### src/rtl/axi_rd_arb_pkg.sv
// Shared definitions for the two-requester AXI4 read arbiter: FSM encoding,
// AXI field widths and the burst/size codes used by its requesters.
package axi_rd_arb_pkg;

    localparam int AXI_ID_W    = 4;
    localparam int AXI_ADDR_W  = 32;
    localparam int AXI_DATA_W  = 32;
    localparam int AXI_LEN_W   = 8;
    localparam int AXI_RESP_W  = 2;
    localparam int AXI_SIZE_W  = 3;
    localparam int AXI_BURST_W = 2;
    localparam int AXI_PROT_W  = 3;

    localparam logic [AXI_BURST_W-1:0] BURST_FIXED = 2'b00;
    localparam logic [AXI_BURST_W-1:0] BURST_INCR  = 2'b01;
    localparam logic [AXI_BURST_W-1:0] BURST_WRAP  = 2'b10;

    localparam logic [AXI_SIZE_W-1:0] SIZE_1B = 3'd0;
    localparam logic [AXI_SIZE_W-1:0] SIZE_2B = 3'd1;
    localparam logic [AXI_SIZE_W-1:0] SIZE_4B = 3'd2;

    typedef enum logic [1:0] {
        ST_IDLE = 2'd0,
        ST_ADDR = 2'd1,
        ST_DATA = 2'd2
    } arb_state_e;

endpackage

### src/rtl/axi_rd_arb_rr_arb2.sv
// Two-input round-robin picker: a lone requester wins, a tie goes to the
// requester that did not receive the most recent grant.
module rr_arb2 (
    input  logic [1:0] req,
    input  logic       last,
    output logic       winner
);

    // Pick the winner from the request pair and the previous grant
    always_comb begin
        winner = 1'b0;
        case (req)
            2'b01:   winner = 1'b0;
            2'b10:   winner = 1'b1;
            2'b11:   winner = ~last;
            default: winner = 1'b0;
        endcase
    end

endmodule

### src/rtl/axi_rd_arb.sv
// Shares one AXI4 read master between fetch (s0) and load/store (s1); the grant
// is held from address handshake through the last data beat.
module axi_rd_arb
    import axi_rd_arb_pkg::*;
#(
    parameter int ID_W   = AXI_ID_W,
    parameter int ADDR_W = AXI_ADDR_W,
    parameter int DATA_W = AXI_DATA_W,
    parameter int LEN_W  = AXI_LEN_W
) (
    input  logic                   clk,
    input  logic                   rst,
    input  logic                   s0_arvalid,
    output logic                   s0_arready,
    input  logic [ID_W-1:0]        s0_arid,
    input  logic [ADDR_W-1:0]      s0_araddr,
    input  logic [LEN_W-1:0]       s0_arlen,
    input  logic [AXI_SIZE_W-1:0]  s0_arsize,
    input  logic [AXI_BURST_W-1:0] s0_arburst,
    input  logic [AXI_PROT_W-1:0]  s0_arprot,
    output logic                   s0_rvalid,
    input  logic                   s0_rready,
    output logic [ID_W-1:0]        s0_rid,
    output logic [DATA_W-1:0]      s0_rdata,
    output logic [AXI_RESP_W-1:0]  s0_rresp,
    output logic                   s0_rlast,
    input  logic                   s1_arvalid,
    output logic                   s1_arready,
    input  logic [ID_W-1:0]        s1_arid,
    input  logic [ADDR_W-1:0]      s1_araddr,
    input  logic [LEN_W-1:0]       s1_arlen,
    input  logic [AXI_SIZE_W-1:0]  s1_arsize,
    input  logic [AXI_BURST_W-1:0] s1_arburst,
    input  logic [AXI_PROT_W-1:0]  s1_arprot,
    output logic                   s1_rvalid,
    input  logic                   s1_rready,
    output logic [ID_W-1:0]        s1_rid,
    output logic [DATA_W-1:0]      s1_rdata,
    output logic [AXI_RESP_W-1:0]  s1_rresp,
    output logic                   s1_rlast,
    output logic                   m_arvalid,
    input  logic                   m_arready,
    output logic [ID_W-1:0]        m_arid,
    output logic [ADDR_W-1:0]      m_araddr,
    output logic [LEN_W-1:0]       m_arlen,
    output logic [AXI_SIZE_W-1:0]  m_arsize,
    output logic [AXI_BURST_W-1:0] m_arburst,
    output logic [AXI_PROT_W-1:0]  m_arprot,
    input  logic                   m_rvalid,
    output logic                   m_rready,
    input  logic [ID_W-1:0]        m_rid,
    input  logic [DATA_W-1:0]      m_rdata,
    input  logic [AXI_RESP_W-1:0]  m_rresp,
    input  logic                   m_rlast,
    output logic                   busy,
    output logic                   gnt
);

    arb_state_e r_state;
    arb_state_e w_state_nxt;
    logic       r_gnt;
    logic       r_last;
    logic       w_winner;
    logic [1:0] w_req;
    logic       w_rready_g;

    assign w_req      = {s1_arvalid, s0_arvalid};
    assign w_rready_g = r_gnt ? s1_rready : s0_rready;

    rr_arb2 u_rr_arb2 (
        .req    (w_req),
        .last   (r_last),
        .winner (w_winner)
    );

    // State register
    always_ff @(posedge clk) begin
        if (rst) begin
            r_state <= ST_IDLE;
        end else begin
            r_state <= w_state_nxt;
        end
    end

    // Grant is captured on leaving IDLE; last updates only on a completed burst
    always_ff @(posedge clk) begin
        if (rst) begin
            r_gnt  <= 1'b0;
            r_last <= 1'b1;
        end else begin
            if ((r_state == ST_IDLE) && (|w_req)) begin
                r_gnt <= w_winner;
            end
            if ((r_state == ST_DATA) && m_rvalid && m_rready && m_rlast) begin
                r_last <= r_gnt;
            end
        end
    end

    // Next-state logic
    always_comb begin
        w_state_nxt = r_state;
        case (r_state)
            ST_IDLE: begin
                if (|w_req) w_state_nxt = ST_ADDR;
                else        w_state_nxt = ST_IDLE;
            end
            ST_ADDR: begin
                if (m_arready) w_state_nxt = ST_DATA;
                else           w_state_nxt = ST_ADDR;
            end
            ST_DATA: begin
                if (m_rvalid && w_rready_g && m_rlast) w_state_nxt = ST_IDLE;
                else                                   w_state_nxt = ST_DATA;
            end
            default: w_state_nxt = ST_IDLE;
        endcase
    end

    // Handshake outputs: only the granted side ever sees ready/valid
    always_comb begin
        m_arvalid  = 1'b0;
        m_rready   = 1'b0;
        s0_arready = 1'b0;
        s1_arready = 1'b0;
        s0_rvalid  = 1'b0;
        s1_rvalid  = 1'b0;
        case (r_state)
            ST_ADDR: begin
                m_arvalid  = 1'b1;
                s0_arready = ~r_gnt & m_arready;
                s1_arready = r_gnt & m_arready;
            end
            ST_DATA: begin
                m_rready  = w_rready_g;
                s0_rvalid = ~r_gnt & m_rvalid;
                s1_rvalid = r_gnt & m_rvalid;
            end
            default: begin
                m_arvalid = 1'b0;
                m_rready  = 1'b0;
            end
        endcase
    end

    assign m_arid    = r_gnt ? s1_arid    : s0_arid;
    assign m_araddr  = r_gnt ? s1_araddr  : s0_araddr;
    assign m_arlen   = r_gnt ? s1_arlen   : s0_arlen;
    assign m_arsize  = r_gnt ? s1_arsize  : s0_arsize;
    assign m_arburst = r_gnt ? s1_arburst : s0_arburst;
    assign m_arprot  = r_gnt ? s1_arprot  : s0_arprot;

    // R payload is broadcast; rvalid alone selects the receiver
    assign s0_rid   = m_rid;
    assign s0_rdata = m_rdata;
    assign s0_rresp = m_rresp;
    assign s0_rlast = m_rlast;
    assign s1_rid   = m_rid;
    assign s1_rdata = m_rdata;
    assign s1_rresp = m_rresp;
    assign s1_rlast = m_rlast;

    assign busy = (r_state != ST_IDLE);
    assign gnt  = r_gnt;

endmodule
### config.mk
export PLATFORM = sky130hd
export DESIGN_NAME = axi_rd_arb
export DESIGN_NICKNAME = d
export VERILOG_FILES = /design/src/rtl/axi_rd_arb_pkg.sv /design/src/rtl/axi_rd_arb_rr_arb2.sv /design/src/rtl/axi_rd_arb.sv
export SDC_FILE = /design/constraint.sdc
export NUM_CORES = 1
export LEC_CHECK = 0
export ABC_AREA = 1
export BUFFER_PORTS_ARGS = -buffer_cell sky130_fd_sc_hd__buf_4
export CAP_MARGIN = 20
export CORE_AREA = 2 2 114 116
export CTS_CLUSTER_SIZE = 14
export DETAILED_ROUTE_END_ITERATION = 7
export DIE_AREA = 0 0 116 118
export MAX_ROUTING_LAYER = met4
export PLACE_DENSITY = 0.48
export SYNTH_ARGS = -nofsm -noshare
export SYNTH_HDL_FRONTEND = slang
export SYNTH_SLANG_ARGS = --single-unit
### constraint.sdc
create_clock -name clk -period 1.3 [get_ports clk]
set_clock_uncertainty 0.1 [all_clocks]
set_input_delay 0.13 -clock clk [delete_from_list [all_inputs] [get_ports clk]]
set_output_delay 0.13 -clock clk [all_outputs]
set_load 0.05 [all_outputs]
# [Yosys cells after proc, flatten, opt, wreduce, memory -nomap -nowiden]
# Cells that the tools add are included.
[classes] n_eq_ne=4 muxes=18 bitwise=6 n_reduce_logical=9
[op_table] operator="32-bit 2-to-1 mux" n=1
[op_table] operator="1-bit 2-to-1 mux" n=8
[op_table] operator="8-bit 2-to-1 mux" n=1
[op_table] operator="2-bit == test, second input constant" n=3
[op_table] operator="1-bit logical AND" n=6
[op_table] operator="2-bit 2-to-1 mux" n=3
[op_table] operator="3-bit 2-to-1 mux" n=2
[op_table] operator="2-bit one-hot mux with 3 select lines" n=1
[op_table] operator="1-bit bitwise AND" n=4
[op_table] operator="4-bit 2-to-1 mux" n=1
[op_table] operator="2-bit by 1-bit == test with 1-bit output, second input constant" n=1
[op_table] operator="2-bit logical NOT" n=1
[op_table] operator="1-bit NOT" n=2
[op_table] operator="1-bit one-hot mux with 2 select lines" n=1
[op_table] operator="2-bit nonzero test" n=1
[op_table] operator="2-bit OR reduction" n=1
[word_totals] ff_bits=4 input_bits=151 out_inout_bits=138 word_cells=40

# [Depth between registers and ports, before layout]
[depth] word_depth=5 depth_mapped=6 ltp_nobuf=6

# [Cells and area by module]
# A second synthesis with hierarchy kept.
[unflattened] cells_unflattened=286 area_unflattened_um2=1476.4
[by_module_without_submodules] module="axi_rd_arb" instances=1 cells_each=284 area_each_um2=1463.9 seq_area_each_um2=80.1
[by_module_without_submodules] module="rr_arb2" instances=1 cells_each=2 area_each_um2=12.5 seq_area_each_um2=0.0

# [Worst setup path after synthesis]
# No wires, ideal clock.
[synth_path] path_kind="register -> output" start="register r_state[0]" end="output port s0_arready" arrival_ns=1.953 required_time_ns=1.070 path_slack_ns=-0.883 stages_incl_launch_ff=5 path_buffers=0 path_cell_list="dfxtp_1 > inv_1 > nor2_1 > nand2_1 > nor2_1"
[synth_between] elab_chain_len=2
[synth_rtl] item="from (decl)" line="axi_rd_arb.sv:59" source="arb_state_e r_state;"
[synth_rtl] item="from (signal assigned)" line="axi_rd_arb.sv:81" source="r_state <= w_state_nxt;"
[synth_rtl] item="2-bit by 1-bit == test with 1-bit output" line="axi_rd_arb.sv:128" source="case (r_state)"
[synth_rtl] item="1-bit 2-to-1 mux" line="axi_rd_arb.sv:128"
[synth_rtl] item="to (decl)" line="axi_rd_arb.sv:14" source="output logic s0_arready,"
# Every way passes these cells.

# [Final worst setup path]
[layout_path] start="register r_gnt (netlist: gnt)" end="output port m_araddr[16]"
[layout_between] elab_chain_len=1
[layout_rtl] item="from (decl)" line="axi_rd_arb.sv:61" source="logic r_gnt;"
[layout_rtl] item="from (signal assigned)" line="axi_rd_arb.sv:92" source="r_gnt <= w_winner;"
[layout_rtl] item="32-bit 2-to-1 mux" line="axi_rd_arb.sv:147" source="assign m_araddr = r_gnt ? s1_araddr : s0_araddr;"
[layout_rtl] item="to (decl)" line="axi_rd_arb.sv:44" source="output logic [ADDR_W-1:0] m_araddr,"
# Every way passes these cells.

==> flow_metrics.tcl <==
set metrics [dict create \
    drive_above_1_share_pct 67.0 \
    cts_num_sinks 4 \
    vias 1961 \
    avgSynthCellArea_um2 5.12 \
    synthCells 285 \
    fin_crit_ps 1430 \
    fmax_ghz 0.699 \
    drc 0 \
    maxCapViolCount 0 \
    core.rowCount 41 \
    setup_slack_ps -132 \
    multiInputGateArea_um2 1120 \
    cts_buffer_depth 2 \
    syn_to_final_growth_pct 131 \
    dieHeight_um 118 \
    rsz0062_at_grt "true" \
    regToRegStartpoint "gnt" \
    cts_tree "done" \
    p_per_area_nw_per_um2 751 \
    io_pins 289 \
    drt_pass1_iterations 4 \
    critPathRequiredTime_ps 1070 \
    reg2reg_depth 6 \
    seq_area_frac_synth_pct 5.48 \
    grt-ovfl-total 0 \
    synth_cell_type_count 13 \
    start_util_pct 11.8 \
    grt_pass1_vias 2048 \
    core_area_um2 12400 \
    dp_hpwl_um 4910 \
    yosysWarnings 0 \
    holdPathEnd "gnt" \
    worst_path_max_delay_cell "dfxtp_4" \
    violations "negative setup slack" \
    diodes 0 \
    grt_max_degree 33 \
    leakagePower_nw 1.73 \
    cp_max_fo 14 \
    arrival_ps 1200 \
    worstHoldStart "s1_arvalid" \
    path_delay_family "buffers and inverters" \
    peakVddDrop_mv 0.683 \
    place_congestion 0.751 \
    drtIter0Drc 28 \
    clk_pin_slew_worst_paths_ps 30 \
    grt_pass1_wl_um 9450 \
    worst_path_largest_cell_delay_ps 370 \
    synth_nets 436 \
    cts_root_buf "clkbuf_16" \
    worstMarginPinSlew_ps 223 \
    detail-route-antenna-nets 0 \
    hp-class "in2reg" \
    worst_setup_path_end_kind "primary output" \
    period_share_pct 110 \
    clk_latency_ps 220 \
    path_cells "inv_6 > clkbuf_16 > nand2_1 > nand2_4 > buf_6" \
    r2r_slack_ps 140 \
    path_class "reg2out" \
    whs_path_depth 3 \
    fill_cells 1367 \
    slew_headroom_pct 85.0 \
    io_buffer_count 174 \
    synth.cell_area_um2 1460 \
    cp-start-kind "register" \
    final_nets 537 \
    synth-seq-cells 4 \
    status "finished with violations" \
    mostFrequentLayoutCell "buf_4" \
    grtUsageTotal_pct 8.62 \
    h-tree-depth 1 \
    wl_um 6330 \
    wire_per_inst_um 11.4 \
    place_ws_ps 42.4 \
    antenna_found_initial 0 \
    report.final.slew_viol_count 0 \
    hold_violations 0 \
    whs_ps 88.2 \
    regArea_um2 86.3 \
    layout_common_cells "buf_4 (118), nand2_1 (111), nand2_4 (42)" \
    die_area_um2 13700 \
    via_per_inst 3.52 \
    fp.dieW_um 116 \
    setup_viol 57 \
    cts_buffers 3 \
    r2r_end "r_last" \
    crit_buf_inv 3 \
]
-- per-layer routing --
metal  part of all wire, %  global-route usage, %
met1                    37                   9.19
met2                    51                   15.3
met3                   9.5                   2.27
met4                   1.9                   2.83
met5                     0                      -
-- state kept, by name, summed over array words and instances (netlist names) --
| register | count |
|---|---|
| r_state | 2 |
| gnt | 1 |
| r_last | 1 |
-- what timing repair did --
action                                  CTS  global route
setup buffers                             2             1
gates resized for setup                  92            15
hold endpoints to repair                  3             0
endpoints found under the setup margin   58            59
hold buffers                              1             0
pin swaps                                 5             1
gates cloned                              0             2
-- cell families after synthesis --
family | synth area share (%)
DFF | 5.48
AOI/OAI and AO/OA | 1.71
and+or+nand+nor | 46.4
buffers and inverters | 46.4
-- final cells by class --
type	count	share of cell area (%)
timing repair buffer	185	54.2
clock buffer	4	2.34
multi-input combinational	183	33.3
sequential	4	2.56
tap	172	6.38
inverter	9	1.22
-- synth_stat cells, drive strengths merged --
cell type  number  area share [%]
nand2         167              43
dfxtp           4             5.5
a21oi           4             1.4
nand3           3             1.0
clkbuf          5             1.3
buf            84              43
nor3            2            0.69
o21ai           1            0.34
nand4           1            0.43
nor2            5             1.3
inv             9             2.3
-- worst max path at each step --
stage	startpoint	to	slack, ps	cells after the start
floorplan	r_state[1]	s0_rvalid	-50	4
CTS	gnt	s1_rvalid	-140	4
finish	gnt	m_araddr[16]	-130	5
global route	r_state[1]	s1_rvalid	-170	5
detailed placement	r_state[1]	s0_rvalid	40	5
global placement	gnt	m_araddr[5]	60	5
-- report_power, final --
group / internal, mW / leakage, nW / switching [mW] / total [mW]
combinational: 0.808 / 1.66 / 1.09 / 1.90
sequential: 0.133 / 0.0342 / 0.0146 / 0.147
clock: 0.405 / 0.0382 / 0.0874 / 0.492
total: 1.35 / 1.73 / 1.19 / 2.54
-- worst register-to-register path, stage by stage (launching register included) --
cell,delay (ps)
dfxtp_4,390
buf_12,180
nand2_4,70
nand2_1,100
nand3_1,80
nand2_1,60
nand3_1,60
-- per-stage QoR --
step           utilization, %  area (µm²)  TNS, ps  total power [mW]  std cells
2_1_floorplan               -        1860     -115              1.80        285
3_3_place_gp             22.7        2820        0              1.76        547
3_5_place_dp             22.7        2820        0              1.77        547
4_1_cts                  26.3        3260    -5840              2.49        554
5_1_grt                  27.2        3370    -8460              2.66        557
6_report                 27.2        3370    -5850              2.54        557
Note: power is estimated with default switching activity, not from simulation.
